File: src/rtl/sseg_scan_driver_if.sv
// rtl/sseg_scan_driver_if.sv - request/status bundle between the reaction-test control logic and the display driver
//
// Purpose: groups the number-load handshake and the display-mode controls
//          that the reaction-test control logic uses to drive sseg_scan_driver.
// Signals:
//   value   [15:0] binary number to display, unsigned (master -> slave)
//   load           one-cycle conversion request (master -> slave)
//   msg_sel [1:0]  display mode: 0=number, 1=blank, 2="Err", 3=blank (master -> slave)
//   dp_en          decimal point on digit 3 in number mode (master -> slave)
//   busy           conversion in progress (slave -> master)
interface sseg_scan_driver_if;
  logic [15:0] value;
  logic        load;
  logic [1:0]  msg_sel;
  logic        dp_en;
  logic        busy;

  modport master (
    output value,
    output load,
    output msg_sel,
    output dp_en,
    input  busy
  );

  modport slave (
    input  value,
    input  load,
    input  msg_sel,
    input  dp_en,
    output busy
  );
endinterface

File: src/rtl/sseg_scan_driver.sv
// rtl/sseg_scan_driver.sv - double-dabble BCD converter and 4-digit multiplexed seven-segment driver
//
// Purpose: converts a binary reaction time to four BCD digits with a
//          sequential shift-and-add-3 engine (or shows a fixed message) and
//          time-multiplexes the lower four digits of a common-anode display
//          with leading-zero blanking.
// Ports:
//   CLK100MHZ   in   1  system clock
//   CPU_RESETN  in   1  synchronous active-low reset
//   bus         slave   value/load/msg_sel/dp_en in, busy out
//   AN          out  8  digit enables, active-low; AN[7:4] held at 1
//   SSEG        out  8  segments, active-low, {dp,g,f,e,d,c,b,a}
module sseg_scan_driver #(
  parameter int DIGIT_TICKS = 100_000
) (
  input  logic                 CLK100MHZ,
  input  logic                 CPU_RESETN,
  sseg_scan_driver_if.slave    bus,
  output logic [7:0]           AN,
  output logic [7:0]           SSEG
);

  localparam int                TW       = (DIGIT_TICKS > 2) ? $clog2(DIGIT_TICKS) : 1;
  localparam logic [TW-1:0]     TICK_MAX = TW'(DIGIT_TICKS - 1);
  localparam logic [15:0]       SAT_MAX  = 16'd9999;

  localparam logic [7:0] SEG_BLANK = 8'hFF;
  localparam logic [7:0] SEG_E     = 8'h86;
  localparam logic [7:0] SEG_R     = 8'hAF;

  typedef enum logic {
    ST_IDLE  = 1'b0,
    ST_SHIFT = 1'b1
  } state_t;

  // ---------------------------------------------------------------
  // Converter state
  // ---------------------------------------------------------------
  state_t      r_state;
  logic [15:0] r_bin;
  logic [15:0] r_bcd;
  logic [3:0]  r_cnt;
  logic [15:0] r_disp;

  state_t      w_state_nx;
  logic [15:0] w_bin_nx;
  logic [15:0] w_bcd_nx;
  logic [3:0]  w_cnt_nx;
  logic [15:0] w_disp_nx;
  logic [15:0] w_sat;
  logic [15:0] w_adj;

  // ---------------------------------------------------------------
  // Scan state
  // ---------------------------------------------------------------
  logic [TW-1:0] r_tick;
  logic [1:0]    r_digit;
  logic [7:0]    r_an;
  logic [7:0]    r_sseg;

  logic [7:0]    w_an_nx;
  logic [7:0]    w_sseg_nx;
  logic [3:0]    w_nib;
  logic          w_blank3;
  logic          w_blank2;
  logic          w_blank1;
  logic          w_blank;

  function automatic logic [7:0] f_seg(input logic [3:0] n);
    logic [7:0] s;
    case (n)
      4'd0:    s = 8'hC0;
      4'd1:    s = 8'hF9;
      4'd2:    s = 8'hA4;
      4'd3:    s = 8'hB0;
      4'd4:    s = 8'h99;
      4'd5:    s = 8'h92;
      4'd6:    s = 8'h82;
      4'd7:    s = 8'hF8;
      4'd8:    s = 8'h80;
      4'd9:    s = 8'h90;
      default: s = SEG_BLANK;
    endcase
    return s;
  endfunction

  function automatic logic [3:0] f_add3(input logic [3:0] n);
    return (n >= 4'd5) ? n + 4'd3 : n;
  endfunction

  assign w_sat = (bus.value > SAT_MAX) ? SAT_MAX : bus.value;

  // Add-3 correction applied to every BCD nibble before the shift.
  assign w_adj = {f_add3(r_bcd[15:12]), f_add3(r_bcd[11:8]),
                  f_add3(r_bcd[7:4]),   f_add3(r_bcd[3:0])};

  assign bus.busy = (r_state == ST_SHIFT);

  // ---------------------------------------------------------------
  // Converter FSM: next-state / datapath
  // ---------------------------------------------------------------
  always_comb begin
    w_state_nx = r_state;
    w_bin_nx   = r_bin;
    w_bcd_nx   = r_bcd;
    w_cnt_nx   = r_cnt;
    w_disp_nx  = r_disp;
    case (r_state)
      ST_IDLE: begin
        if (bus.load) begin
          w_bin_nx   = w_sat;
          w_bcd_nx   = 16'd0;
          w_cnt_nx   = 4'd0;
          w_state_nx = ST_SHIFT;
        end
      end
      ST_SHIFT: begin
        // {bcd, bin} shifts left as one 32-bit register.
        w_bcd_nx = {w_adj[14:0], r_bin[15]};
        w_bin_nx = {r_bin[14:0], 1'b0};
        w_cnt_nx = r_cnt + 4'd1;
        if (r_cnt == 4'd15) begin
          // Sixteenth shift: the result is complete this edge.
          w_disp_nx  = w_bcd_nx;
          w_state_nx = ST_IDLE;
        end
      end
      default: begin
        w_state_nx = ST_IDLE;
      end
    endcase
  end

  always_ff @(posedge CLK100MHZ) begin
    if (!CPU_RESETN) begin
      r_state <= ST_IDLE;
      r_bin   <= 16'd0;
      r_bcd   <= 16'd0;
      r_cnt   <= 4'd0;
      r_disp  <= 16'd0;
    end else begin
      r_state <= w_state_nx;
      r_bin   <= w_bin_nx;
      r_bcd   <= w_bcd_nx;
      r_cnt   <= w_cnt_nx;
      r_disp  <= w_disp_nx;
    end
  end

  // ---------------------------------------------------------------
  // Digit scan timing
  // ---------------------------------------------------------------
  always_ff @(posedge CLK100MHZ) begin
    if (!CPU_RESETN) begin
      r_tick  <= '0;
      r_digit <= 2'd0;
    end else if (r_tick == TICK_MAX) begin
      r_tick  <= '0;
      r_digit <= r_digit + 2'd1;
    end else begin
      r_tick  <= r_tick + TW'(1);
    end
  end

  // ---------------------------------------------------------------
  // Digit content and enables
  // ---------------------------------------------------------------
  assign w_blank3 = (r_disp[15:12] == 4'd0);
  assign w_blank2 = w_blank3 && (r_disp[11:8] == 4'd0);
  assign w_blank1 = w_blank2 && (r_disp[7:4] == 4'd0);

  always_comb begin
    w_an_nx = 8'hFF;
    w_nib   = r_disp[3:0];
    w_blank = 1'b0;
    case (r_digit)
      2'd0: begin
        w_an_nx[0] = 1'b0;
        w_nib      = r_disp[3:0];
        w_blank    = 1'b0;
      end
      2'd1: begin
        w_an_nx[1] = 1'b0;
        w_nib      = r_disp[7:4];
        w_blank    = w_blank1;
      end
      2'd2: begin
        w_an_nx[2] = 1'b0;
        w_nib      = r_disp[11:8];
        w_blank    = w_blank2;
      end
      default: begin
        w_an_nx[3] = 1'b0;
        w_nib      = r_disp[15:12];
        w_blank    = w_blank3;
      end
    endcase
  end

  always_comb begin
    w_sseg_nx = SEG_BLANK;
    case (bus.msg_sel)
      2'd0: begin
        w_sseg_nx = w_blank ? SEG_BLANK : f_seg(w_nib);
        // The dp on digit 3 follows dp_en even when that digit is blanked.
        if (r_digit == 2'd3) begin
          w_sseg_nx[7] = ~bus.dp_en;
        end
      end
      2'd2: begin
        case (r_digit)
          2'd3:    w_sseg_nx = SEG_BLANK;
          2'd2:    w_sseg_nx = SEG_E;
          default: w_sseg_nx = SEG_R;
        endcase
      end
      default: begin
        w_sseg_nx = SEG_BLANK;
      end
    endcase
  end

  always_ff @(posedge CLK100MHZ) begin
    if (!CPU_RESETN) begin
      r_an   <= 8'hFF;
      r_sseg <= SEG_BLANK;
    end else begin
      r_an   <= w_an_nx;
      r_sseg <= w_sseg_nx;
    end
  end

  assign AN   = r_an;
  assign SSEG = r_sseg;

endmodule

File: src/flat_wrapper.sv
// flat-port wrapper written by rule: the top's interface ports become plain ports
module sseg_scan_driver_flat 
#(
  parameter int DIGIT_TICKS = 100_000
)
  (CLK100MHZ, CPU_RESETN, AN, SSEG, bus_value, bus_load, bus_msg_sel, bus_dp_en, bus_busy);
  sseg_scan_driver_if bus_i ();
  input  logic CLK100MHZ;
  input  logic CPU_RESETN;
  output logic [7:0] AN;
  output logic [7:0] SSEG;
  input wire logic [$bits(bus_i.value)-1:0] bus_value;
  input wire logic [$bits(bus_i.load)-1:0] bus_load;
  input wire logic [$bits(bus_i.msg_sel)-1:0] bus_msg_sel;
  input wire logic [$bits(bus_i.dp_en)-1:0] bus_dp_en;
  output wire logic [$bits(bus_i.busy)-1:0] bus_busy;
  assign bus_i.value = bus_value;
  assign bus_i.load = bus_load;
  assign bus_i.msg_sel = bus_msg_sel;
  assign bus_i.dp_en = bus_dp_en;
  assign bus_busy = bus_i.busy;
  sseg_scan_driver #(.DIGIT_TICKS(DIGIT_TICKS)) u_core (.CLK100MHZ(CLK100MHZ), .CPU_RESETN(CPU_RESETN), .bus(bus_i), .AN(AN), .SSEG(SSEG));
endmodule
File: config.mk
export PLATFORM = sky130hd
export DESIGN_NAME = sseg_scan_driver_flat
export DESIGN_NICKNAME = d
export VERILOG_FILES = /design/src/rtl/sseg_scan_driver_if.sv /design/src/rtl/sseg_scan_driver.sv /design/src/flat_wrapper.sv
export SDC_FILE = /design/constraint.sdc
export NUM_CORES = 1
export LEC_CHECK = 0
export ABC_AREA = 1
export CAP_MARGIN = 20
export CORE_MARGIN = 10
export CORE_UTILIZATION = 50
export CTS_BUF_LIST = sky130_fd_sc_hd__clkbuf_16
export CTS_CLUSTER_DIAMETER = 50
export CTS_CLUSTER_SIZE = 14
export DETAILED_ROUTE_END_ITERATION = 16
export GPL_ROUTABILITY_DRIVEN = 1
export GPL_TIMING_DRIVEN = 0
export PLACE_DENSITY = 0.71
export SLEW_MARGIN = 30
export SYNTH_ARGS = -nofsm -noshare
export SYNTH_HDL_FRONTEND = slang
export SYNTH_SLANG_ARGS = --single-unit
File: constraint.sdc
create_clock -name CLK100MHZ -period 4.55 [get_ports CLK100MHZ]
set_input_delay 0.455 -clock CLK100MHZ [delete_from_list [all_inputs] [get_ports CLK100MHZ]]
set_output_delay 0.455 -clock CLK100MHZ [all_outputs]
set_load 0.005 [all_outputs]
# Word-level counts from Yosys, hierarchy flattened

Memory sizes are Yosys's and may differ from the RTL's.
Index checks and enable logic that the tools add are counted.

RAM bits: 0
Memories kept: 1
Logic and storage cells: 67
ROM bits: 112
Bits in latches: 0
Register bits after elaboration: 88
Input port bits: 22
Output and inout bits: 17

Memories:

| memory           | words | width | read ports | clocked after Yosys merged registers in | wr ports | RTL line               | text |
|---|---|---|---|---|---|---|---|
| (name not given) | 16    | 7     | 1          | 0                                       | 0        | sseg_scan_driver.sv:71 | `case (n)` |

$lt $le $gt $ge: 5
$add $sub $neg: 7
Bitwise gates (word level): 3
$mul: 0
Mux-type cells: 24
Reductions and logical operators: 10
Shift-type cells: 0
Divide/modulo/power cells: 0
Equal/unequal tests: 7

Operators by type and width:

| cell                    | count |
|---|---|
| $pmux W16 S2            | 2 |
| $mux W16                | 3 |
| $add A17 B1 Y17 const B | 1 |
| $eq A17 B17 Y1 const B  | 1 |
| $ge A4 B3 Y1 const B    | 4 |
| $gt A16 B14 Y1 const B  | 1 |
| $mux W4                 | 4 |
| $pmux W8 S2             | 1 |
| $pmux W7 S2             | 1 |
| $add A4 B2 Y4 const B   | 3 |
| $logic_not A4 Y1        | 3 |
| $pmux W4 S3             | 1 |
| $mux W8                 | 1 |
| $pmux W4 S2             | 1 |
| $mux W1                 | 7 |
| $eq A2 B2 Y1 const B    | 3 |
| $add A4 B1 Y4 const B   | 1 |
| $eq A4 B4 Y1 const B    | 1 |
| $logic_not A2 Y1        | 2 |
| $add A3 B2 Y3 const B   | 1 |
| $mux W3                 | 1 |
| $not A1 Y1              | 3 |
| $pmux W1 S3             | 1 |
| $reduce_or A3 Y1        | 1 |
| other kinds (7)         | 8 |

# Depth between registers and ports, before layout

Gate-level depths: netlist of the first run.

Depth after elaboration: 7
Mapped depth: 13

# Worst setup path before layout of the first run

Ideal clock, no wire load.

Path kind: register -> register
Start: reg u_core.r_digit[0]
End: reg u_core.r_sseg[6] (netlist: u_core.SSEG[6])
Clock period less this slack: 1.973 ns
Data required time: 4.433 ns
Buffers on the path: 0
Arrival: 1.855 ns
Cell stages (with the launch flop): 14
Setup time: 0.117 ns
Path slack: 2.577 ns
Cells stage by stage: dfxtp_1 > inv_1 > ha_1 > nand2_1 > nand2_1 > o21ai_0 > inv_1 > ha_1 > inv_1 > nand3_1 > nand3_1 > nand3_1 > nand2_1 > nand2_1

Word-level cells in the longest chain between the ends: 5

RTL lines:

| what                                       | RTL line                                         | text |
|---|---|---|
| start: declaration                         | sseg_scan_driver.sv:57                           | `logic [1:0] r_digit;` |
| start signal: assignment                   | sseg_scan_driver.sv:159                          | `r_digit <= r_digit + 2'd1;` |
| $eq A2 B2 Y1, or another cell as far along | sseg_scan_driver.sv:176, sseg_scan_driver.sv:211 |  |
| $pmux W4 S3                                | sseg_scan_driver.sv:176                          | `case (r_digit)` |
| $mem_v2 Z16 W7                             | n/a                                              |  |
| $mux W8                                    | sseg_scan_driver.sv:204                          | `w_sseg_nx = w_blank ? SEG_BLANK : f_seg(w_nib);` |
| $pmux W8 S2 *                              | sseg_scan_driver.sv:202                          | `case (bus.msg_sel)` |
| end signal: assignment                     | sseg_scan_driver.sv:229                          | `r_sseg <= w_sseg_nx;` |
| end: declaration                           | sseg_scan_driver.sv:59                           | `logic [7:0] r_sseg;` |

Every way passes the cells marked *; elsewhere a longest branch is shown, timed or not.
A chain may end at the register's enable or synchronous reset.

# Worst setup path after layout of the first run

Ends and elaborated chain as after synthesis.

==> impl_metrics.tcl, run 1 <==
set metrics [dict create \
    status "finished clean" \
    rsz0062_at_grt "false" \
    cp_max_fo 6 \
    finalHoldViolations 0 \
    vias_per_cell 5.21 \
    synthXorXnorAreaFrac_pct 1.89 \
    cts_buffers 9 \
    final_cell_mix "nand2_1 (132), dfxtp_1 (84), inv_1 (73)" \
    port_buffers 33 \
    dieWidth_um 111 \
    clock_sinks 84 \
    die_height_um 111 \
    synthAdderAreaFrac_pct 6.29 \
    p_seq_share_pct 49.2 \
    worst-endpoint-arrival_ns 2.56 \
    drt_iter0_markers 251 \
    drive_gt1_share_pct 6.22 \
    start_util_pct 51.1 \
    holdBufCountCts 0 \
    switchingPower_mw 0.333 \
    antenna_left 0 \
    min_path_type "reg2reg" \
    root_buffer "clkbuf_16" \
    cts-resized-gates 0 \
    synth_top_family_by_area "simple AND/OR/NAND/NOR gates" \
    worst_slew_pin_slew_ns 0.609 \
    avgSynthCellArea_um2 7.24 \
    intPower_mw 1.21 \
    fin_crit_ns 2.34 \
    dr.pass1.iters 5 \
    synth_compound_area_share_pct 14.5 \
    vdd_drop_max_mv 0.160 \
    maxCapViolCount 0 \
    setup_tns_ns 0 \
    layout-area-overhead-vs-synth_pct 17.8 \
    grt_first_pass_wirelength_um 17300 \
    ys_ff_latch 84 \
    synth-simple-area-share_pct 27.4 \
    synthTopCellsByArea "dfxtp_1 (40%), nand2_1 (12%), inv_1 (6.4%)" \
    cts_tree "done" \
    syn_inst 577 \
    path_clk_slew_ns 0.06 \
    setup_violations 0 \
    pin_count 39 \
    cp-end-kind "flop" \
    gp_congestion 0.867 \
    dpl.hpwl_um 7500 \
    post_cts_buffers 0 \
    grt_usage_pct 16.1 \
    coreArea_um2 8180 \
    rows 33 \
    yosysUniqueCellTypes 35 \
    power.share.switching_pct 21.6 \
    stdcell_area_um2 4930 \
    synthMuxAreaShare_pct 0 \
    required_ns 4.77 \
    clock_latency_ns 0.33 \
    p_leak_nw 2.02 \
    drc 0 \
    grt_pass1_vias 3759 \
    max_freq_mhz 427 \
    final_common_cell "nand2_1" \
    fin_skew_ns 0.00601 \
    synth_top_area_cell "dfxtp_1" \
    p_clk_share_pct 44.3 \
    cp-start-kind "flop" \
    antenna_found_initial 0 \
    die-area_um2 12400 \
    max-slew-margin-rel_pct 59.0 \
    wirelength_um 9920 \
    dp.cells 718 \
    maxSlewViolCount 0 \
    diodes 0 \
    stdcell_count 732 \
    grt_overflow 0 \
    cts-htree-levels 3 \
    crit_type "reg2reg" \
    ys_warn_count 0 \
    vias 3814 \
    avgRoutedWirePerCell_um 13.6 \
    finalNetCount 667 \
    syn_area_um2 4180 \
    timing.final.crit_share_pct 51.5 \
    synth_seq_area_share_pct 40.2 \
    clockBufferDepth 2 \
    power_density_nw_per_um2 313 \
    grt_max_degree 13 \
    yosysTopAreaCellShare_pct 40.2 \
    placed_area_um2 4650 \
    p_comb_share_pct 6.5 \
]
-- metal layers --
metal | global-route usage [%] | part of all wire [%]
met4 | 5.57 | 1.7
met2 | 27.2 | 47
met5 | 0 | 0
met1 | 20.0 | 48
met3 | 2.90 | 3.7
-- metrics by stage --
step	setup WS (ns)	util (%)	hold slack, ns	power (mW)
final	2.21	60.3	0.445	1.54
after global routing	1.94	60.3	0.490	1.59
after CTS	2.17	60.3	0.450	1.55
after detailed placement	2.20	56.9	0.443	0.874
after global placement	2.28	56.9	0.429	0.873
after floorplan	2.58	-	0.417	0.828
-- area by class of cell --
class / count / area [um^2]
Fill cell: 761 / 3250
Timing Repair Buffer: 33 / 330
Clock inverter: 5 / 47.5
Clock buffer: 9 / 225
Inverter: 73 / 274
Multi-Input combinational cell: 400 / 2110
Tap cell: 105 / 131
Sequential cell: 84 / 1680
Buffer: 23 / 128
-- Yosys cell counts --
cell type / instances
a211oi_1: 1
a21oi_1: 51
a22oi_1: 12
a31oi_1: 2
and3_1: 1
buf_2: 10
buf_4: 5
clkbuf_1: 7
clkbuf_8: 1
conb_1: 1
dfxtp_1: 84
ha_1: 21
inv_1: 71
inv_2: 2
nand2_1: 132
nand2_2: 2
nand3_1: 41
nand3_4: 1
nand3b_1: 6
nand4_1: 12
nor2_1: 50
nor2_2: 1
nor2_4: 1
nor3_1: 8
nor3_4: 1
nor3b_1: 1
nor4_1: 3
o21a_1: 6
o21ai_0: 24
o21ai_2: 2
o21bai_1: 1
o22ai_1: 5
o22ai_2: 1
o31ai_1: 1
xor2_1: 9
-- power groups by stage --
stage | clock network (mW) | logic, mW | registers (mW)
final | 0.682 | 0.101 | 0.758
after global routing | 0.720 | 0.113 | 0.759
after CTS | 0.694 | 0.101 | 0.758
after detailed placement | 0 | 0.101 | 0.774
after global placement | 0 | 0.0995 | 0.773
after floorplan | 0 | 0.0548 | 0.773
-- cells by family (layout without fill, tap and decap cells) --
| family | Yosys count | count (layout) |
|---|---|---|
| other cells | 1 | 4 |
| compound gates | 106 | 106 |
| flops | 84 | 84 |
| xor+xnor | 9 | 9 |
| fa+ha+maj | 21 | 21 |
| buf+inv | 96 | 143 |
| simple gates | 260 | 260 |
-- flip-flops by register name, summed over array words and instances, names as in the netlist --
register,count
u_core.SSEG,8
u_core.r_disp,16
u_core.r_tick,17
u_core.bus.busy,1
u_core.r_bcd,16
u_core.r_bin,16
u_core.r_digit,2
u_core.AN,4
u_core.r_cnt,4
-- path summary, 6_finish.rpt --
check,start,endpoint,slack [ns],depth (start not counted)
setup reg to reg,u_core.r_digit[0]$_SDFFE_PN0P_,u_core.SSEG[6]$_SDFF_PN1_,2.21,13
setup / recovery,u_core.r_digit[0]$_SDFFE_PN0P_,u_core.SSEG[6]$_SDFF_PN1_,2.21,13
hold reg to reg,u_core.r_tick[0]$_SDFF_PP0_,u_core.r_tick[0]$_SDFF_PP0_,0.44,1
hold / removal,u_core.r_tick[0]$_SDFF_PP0_,u_core.r_tick[0]$_SDFF_PP0_,0.44,1
-- worst max-delay path, stage by stage, from the launching register on --
cell and delay [ns]:
dfxtp_1 0.38, inv_1 0.12, ha_1 0.29, nand2_1 0.10, nand2_1 0.05, o21ai_0 0.49, inv_1 0.14, ha_1 0.23
inv_1 0.05, nand3_1 0.09, nand3_1 0.10, nand3_1 0.07, nand2_1 0.07, nand2_1 0.05
No activity file was read; power rests on OpenSTA's default activity.
==> inputs of run 2 (changes only) <==
--- a/config.mk
+++ b/config.mk
@@ -15,7 +15,7 @@
 export DETAILED_ROUTE_END_ITERATION = 16
 export GPL_ROUTABILITY_DRIVEN = 1
 export GPL_TIMING_DRIVEN = 0
-export PLACE_DENSITY = 0.71
+export PLACE_DENSITY = 0.74
 export SLEW_MARGIN = 30
 export SYNTH_ARGS = -nofsm -noshare
 export SYNTH_HDL_FRONTEND = slang
==> constraint.sdc (replaced) <==
create_clock -name CLK100MHZ -period 2.1 [get_ports CLK100MHZ]
set_input_delay 0.21 -clock CLK100MHZ [delete_from_list [all_inputs] [get_ports CLK100MHZ]]
set_output_delay 0.21 -clock CLK100MHZ [all_outputs]
set_load 0.005 [all_outputs]
==> run 2 against run 1 <==
Register-to-register slack got worse by 2.0 ns. Routed wire length increased by 1.4%. Total power grew 130%. Maximum frequency grew 21%. Sequential share of layout area shrank 0.48 points. Cell count rose by 0.55%. Clock skew is essentially flat. Global-route usage about the same. Worst setup slack got worse by 2.0 ns. Sequential cell count unchanged. Critical endpoint unchanged. Largest cell class unchanged.
==> impl_metrics.tcl, run 2 (synthesis gave the netlist of run 1 again) <==
set metrics [dict create \
    status "finished clean" \
    final_cell_mix "nand2_1 (132), dfxtp_1 (83), inv_1 (72)" \
    required_ns 2.33 \
    setup_violations 0 \
    root_buffer "clkbuf_16" \
    grt_overflow 0 \
    maxCapViolCount 0 \
    diodes 0 \
    cp-start-kind "flop" \
    grt_max_degree 14 \
    avgRoutedWirePerCell_um 13.7 \
    fin_skew_ns 0.00583 \
    crit_type "reg2reg" \
    dp.cells 718 \
    die_height_um 111 \
    fin_ws_ns 0.167 \
    worst_slew_pin_slew_ns 0.591 \
    min_path_type "in2reg" \
    dpl.hpwl_um 7440 \
    finalNetCount 669 \
    cp_max_fo 6 \
    power.share.switching_pct 21.7 \
    cts_tree "done" \
    max-slew-margin-rel_pct 60.6 \
    p_comb_share_pct 6.2 \
    vias_per_cell 5.27 \
    rows 33 \
    timing.rr.end "u_core.SSEG[6]$_SDFF_PN1_" \
    r2r-start "u_core.r_digit[0]$_SDFFE_PN0P_" \
    layout-area-overhead-vs-synth_pct 19.6 \
    wirelength_um 10100 \
    worstRegToRegCells 13 \
    maxSlewViolCount 0 \
    clock_sinks 84 \
    hold_depth 3 \
    stdcell_count 736 \
    rrSetupSlack_ns 0.17 \
    worst-endpoint-arrival_ns 2.16 \
    p_seq_share_pct 46.8 \
    power_density_nw_per_um2 702 \
    largest_register "u_core.r_tick" \
    die-area_um2 12400 \
    multi_input_area_um2 2130 \
    cts-htree-levels 3 \
    grt_pass1_vias 3715 \
    p_clk_share_pct 46.9 \
    path_clk_slew_ns 0.06 \
    place_ws_ns -0.256 \
    clock_latency_ns 0.34 \
    dieWidth_um 111 \
    fillCellCount 723 \
    largest_register_ffs 17 \
    vias 3878 \
    cts_buffers 9 \
    fin_crit_ns 1.93 \
    start_util_pct 51.1 \
    coreArea_um2 8180 \
    worstHoldStart "CPU_RESETN" \
    gp_congestion 0.874 \
    pin_count 39 \
    final_common_cell "nand2_1" \
    intPower_mw 2.75 \
    finalHoldViolations 0 \
    switchingPower_mw 0.760 \
    min_delay_worst_endpoint "u_core.r_cnt[3]$_SDFFE_PN0P_" \
    clockBufferDepth 2 \
    grt_first_pass_wirelength_um 17200 \
    max_freq_mhz 517 \
    antenna_left 0 \
    vdd_drop_max_mv 0.401 \
    holdBufCountCts 0 \
    drive_gt1_share_pct 7.77 \
    timing.final.crit_share_pct 92.1 \
    port_buffers 33 \
    drt_iter0_markers 298 \
    drc 0 \
    p_leak_nw 2.04 \
    grt_usage_pct 16.0 \
    seqCellArea_um2 1680 \
    antenna_found_initial 0 \
    cp-end-kind "flop" \
    dr.pass1.iters 5 \
]
==> run 2: through the flow <==
step           area (um^2)  hold slack, ns  utilization, %  setup TNS (ns)  power, mW
2_1_floorplan         4190           0.295               -               0       1.79
3_3_place_gp          4650           0.430            56.9          -0.726       1.89
3_5_place_dp          4650           0.441            56.9           -1.09       1.89
4_1_cts               4970           0.303            60.7               0       3.52
5_1_grt               5000           0.341            61.2         -0.0501       3.60
6_report              5000           0.305            61.2               0       3.51
==> run 2: power groups by stage <==
stage,logic [mW],registers [mW],clock network [mW]
floorplan,0.119,1.67,0
global placement,0.214,1.68,0
detailed placement,0.217,1.68,0
CTS,0.218,1.64,1.66
global route,0.243,1.65,1.71
finish,0.218,1.64,1.65
==> run 2: layer usage <==
metal  GRT usage, %  routed length [um]  vias to the layer above
met5              0                   0                        -
met4           6.00                 196                        0
met3           2.84                 565                       21
met2           26.5                4730                      104
met1           20.3                4580                     1776
li1               -                   -                     1977
==> run 2: worst max-delay path: stages (launching register included) <==
cell and delay (ns):
dfxtp_1 0.40, inv_2 0.09, ha_2 0.24, nand2_1 0.08
nand2_1 0.09, o21ai_4 0.21, inv_1 0.08, ha_1 0.21
inv_1 0.06, nand3_1 0.09, nand3_1 0.10, nand3_1 0.06
nand2_1 0.07, nand2_1 0.04
==> run 2: what timing repair did <==
action | in CTS | in global routing
resized for setup | 2 | 7
endpoints found under the setup margin | 5 | 7
pin swaps | 0 | 1
buffers inserted | 0 | 2
==> run 2: worst max-delay path by stage <==
stage,from,to,depth (start not counted)
after detailed placement,u_core.r_digit[0]$_SDFFE_PN0P_,u_core.SSEG[6]$_SDFF_PN1_,13
after global placement,u_core.r_digit[0]$_SDFFE_PN0P_,u_core.SSEG[6]$_SDFF_PN1_,13
final,u_core.r_digit[0]$_SDFFE_PN0P_,u_core.SSEG[6]$_SDFF_PN1_,13
after global routing,u_core.r_digit[0]$_SDFFE_PN0P_,u_core.SSEG[6]$_SDFF_PN1_,13
after floorplan,u_core.r_digit[0]$_SDFFE_PN0P_,u_core.SSEG[6]$_SDFF_PN1_,13
after CTS,u_core.r_digit[0]$_SDFFE_PN0P_,u_core.SSEG[3]$_SDFF_PN1_,13
==> run 2: cell type report <==
cell class	count	share of cell area [%]
well taps	105	2.63
multi-input cells	400	42.6
clock buffers	9	4.50
clock inverters	7	1.68
plain buffers	23	2.55
repair buffers	35	6.91
flip-flops and latches	84	33.7
inverters	73	5.48
==> inputs of run 3 (changes only) <==
--- a/config.mk
+++ b/config.mk
@@ -16,6 +16,7 @@
 export GPL_ROUTABILITY_DRIVEN = 1
 export GPL_TIMING_DRIVEN = 0
 export PLACE_DENSITY = 0.74
+export REMOVE_ABC_BUFFERS = 1
 export SLEW_MARGIN = 30
 export SYNTH_ARGS = -nofsm -noshare
 export SYNTH_HDL_FRONTEND = slang
==> constraint.sdc (replaced) <==
create_clock -name CLK100MHZ -period 1.6 [get_ports CLK100MHZ]
set_input_delay 0.16 -clock CLK100MHZ [delete_from_list [all_inputs] [get_ports CLK100MHZ]]
set_output_delay 0.16 -clock CLK100MHZ [all_outputs]
set_load 0.005 [all_outputs]
==> run 3 against run 2 <==
The run now ends with setup timing left. Via count is 1.6% higher. Cell count is 0.54% lower. Die area stayed put. Non-clock buffer count fell by 4. Largest cell class unchanged. Sequential cell count unchanged.
==> impl_metrics.tcl, run 3 (synthesis gave the netlist of run 1 again) <==
set metrics [dict create \
    grt_first_pass_wirelength_um 17000 \
    total_power_mw 4.36 \
    cp-end-kind "flop" \
    worst-endpoint-arrival_ns 2.12 \
    grt_max_degree 36 \
    die-area_um2 12400 \
    crit_buf_inv 2 \
    crit_start "u_core.r_digit[0]$_SDFFE_PN0P_" \
    worstSetupEndpoint "u_core.SSEG[3]$_SDFF_PN1_" \
    diodes 0 \
    cp_top_family "simple AND/OR/NAND/NOR gates" \
    path_clk_slew_ns 0.06 \
    fin_ws_ns -0.291 \
    crit_type "reg2reg" \
    rsz0062_at_grt "true" \
    critPathMaxStageDelay_ns 0.41 \
    avgRoutedWirePerCell_um 14.8 \
    grt_overflow 0 \
    cts_tree "done" \
    worstHoldStart "bus_dp_en" \
    rrSetupSlack_ns -0.29 \
    maxSlewViolCount 0 \
    max_freq_mhz 529 \
    final_cell_mix "nand2_1 (110), dfxtp_1 (80), inv_1 (66)" \
    root_buffer "clkbuf_16" \
    layout-area-overhead-vs-synth_pct 28.9 \
    finalHoldViolations 0 \
    antenna_found_initial 0 \
    grt_pass1_vias 3820 \
    rows 33 \
    timing.final.crit_share_pct 118 \
    antenna_left 0 \
    holdWs_ns 0.323 \
    clock_sinks 84 \
    cp.depth 12 \
    violations "setup timing" \
    clock_latency_ns 0.34 \
    dieWidth_um 111 \
    vdd_drop_max_mv 0.656 \
    drive_gt1_share_pct 18.0 \
    stdcell_count 732 \
    max-slew-margin-rel_pct 51.8 \
    r2r-start "u_core.r_digit[0]$_SDFFE_PN0P_" \
    dr.pass1.iters 5 \
    fillCellCount 661 \
    p_leak_nw 2.15 \
    gp_congestion 0.856 \
    min_path_type "in2reg" \
    worst_slew_pin_slew_ns 0.722 \
    pin_count 39 \
    port_buffers 34 \
    required_ns 1.83 \
    dpl.hpwl_um 6370 \
    wirelength_um 10800 \
    largest_register_ffs 17 \
    die_height_um 111 \
    cp_max_fo 5 \
    cp-start-kind "flop" \
    postLayoutCoreUtil_pct 65.9 \
    final_common_cell "nand2_1" \
    timing.rr.end "u_core.SSEG[3]$_SDFF_PN1_" \
    setup_violations 7 \
    cts-htree-levels 3 \
    fin_skew_ns 0.00731 \
    drt_iter0_markers 195 \
    clockBufferDepth 2 \
    worstRegToRegCells 12 \
    dp.cells 696 \
    vias 3941 \
    largest_register "u_core.r_tick" \
    fin_crit_ns 1.89 \
    setup_tns_ns -1.56 \
    vias_per_cell 5.38 \
    crit_top_cell "nand3_2" \
    status "finished, violations left" \
    drc 0 \
    grt_usage_pct 16.0 \
    start_util_pct 51.1 \
    crit_chain "inv_6, ha_4, nand2_2, nand2_2, o21ai_4, ha_1, inv_1, nand3_2, nand3_2, nand3_2, nand2_1, nand2_1" \
    cp_slowest_cell "dfxtp_4" \
    coreArea_um2 8180 \
    cts_buffers 9 \
    finalNetCount 667 \
    maxCapViolCount 0 \
    power_density_nw_per_um2 810 \
]
==> run 3: cell types whose count changed in the layout (fill, tap and decap cells not counted), moves of 5 or more <==
cell,before,now
o21ai_0,23,18
inv_1,72,66
nand3_2,0,11
clkbuf_1,7,0
nor2_1,49,43
nand2_1,132,110
buf_2,10,0
nand2_4,0,9
nand2_2,2,16
ha_1,18,13
nand3_1,41,28
ha_4,0,8
buf_4,7,16
==> run 3: cell type report <==
cell class / instances / area (um^2) / area share [%]
multi-input cells: 402 / 2490 / 46.1
flip-flops and latches: 84 / 1690 / 31.4
repair buffers: 54 / 515 / 9.56
inverters: 73 / 289 / 5.36
clock buffers: 9 / 225 / 4.18
well taps: 105 / 131 / 2.44
clock inverters: 5 / 47.5 / 0.882
==> run 3: per-layer routing <==
| metal | track usage, % | up-vias | share of wire (%) |
|---|---|---|---|
| li1 | - | 1973 | - |
| met2 | 29.3 | 101 | 51 |
| met4 | 7.54 | 0 | 2.3 |
| met5 | 0 | - | 0 |
| met3 | 3.22 | 27 | 4.8 |
| met1 | 17.3 | 1840 | 42 |
==> run 3: per-stage QoR <==
step                cell area [um^2]  setup slack, ns
finish                          5390           -0.291
global route                    5390           -0.356
CTS                             5150           -0.160
detailed placement              4540            -1.03
global placement                4540            -1.75
floorplan                       4060           -0.653
==> run 3: worst min path at each step <==
| stage | to | depth (start not counted) |
|---|---|---|
| 5_1_grt | u_core.SSEG[7]$_SDFF_PN1_ | 2 |
| 2_1_floorplan | u_core.AN[0]$_SDFF_PN1_ | 1 |
| 3_3_place_gp | u_core.r_tick[0]$_SDFF_PP0_ | 1 |
| 4_1_cts | u_core.SSEG[7]$_SDFF_PN1_ | 2 |
| 6_report | u_core.SSEG[7]$_SDFF_PN1_ | 2 |
| 3_5_place_dp | u_core.r_bin[14]$_SDFFE_PN0P_ | 2 |
==> run 3: power breakdown <==
group / internal, mW / total [mW] / switching [mW]
Combinational: 0.112 / 0.258 / 0.145
Clock: 1.17 / 1.95 / 0.772
Sequential: 2.13 / 2.16 / 0.0319
Total: 3.42 / 4.36 / 0.949
==> run 3: repair_timing <==
| item | 4_1_cts | 5_1_grt |
|---|---|---|
| hold buffers | 0 | 0 |
| endpoints found under the setup margin | 79 | 38 |
| cloned | 2 | 0 |
| setup buffers | 10 | 10 |
| resized for setup | 67 | 44 |
| pin swaps | 25 | 18 |
| endpoints found under the hold margin | 0 | 0 |
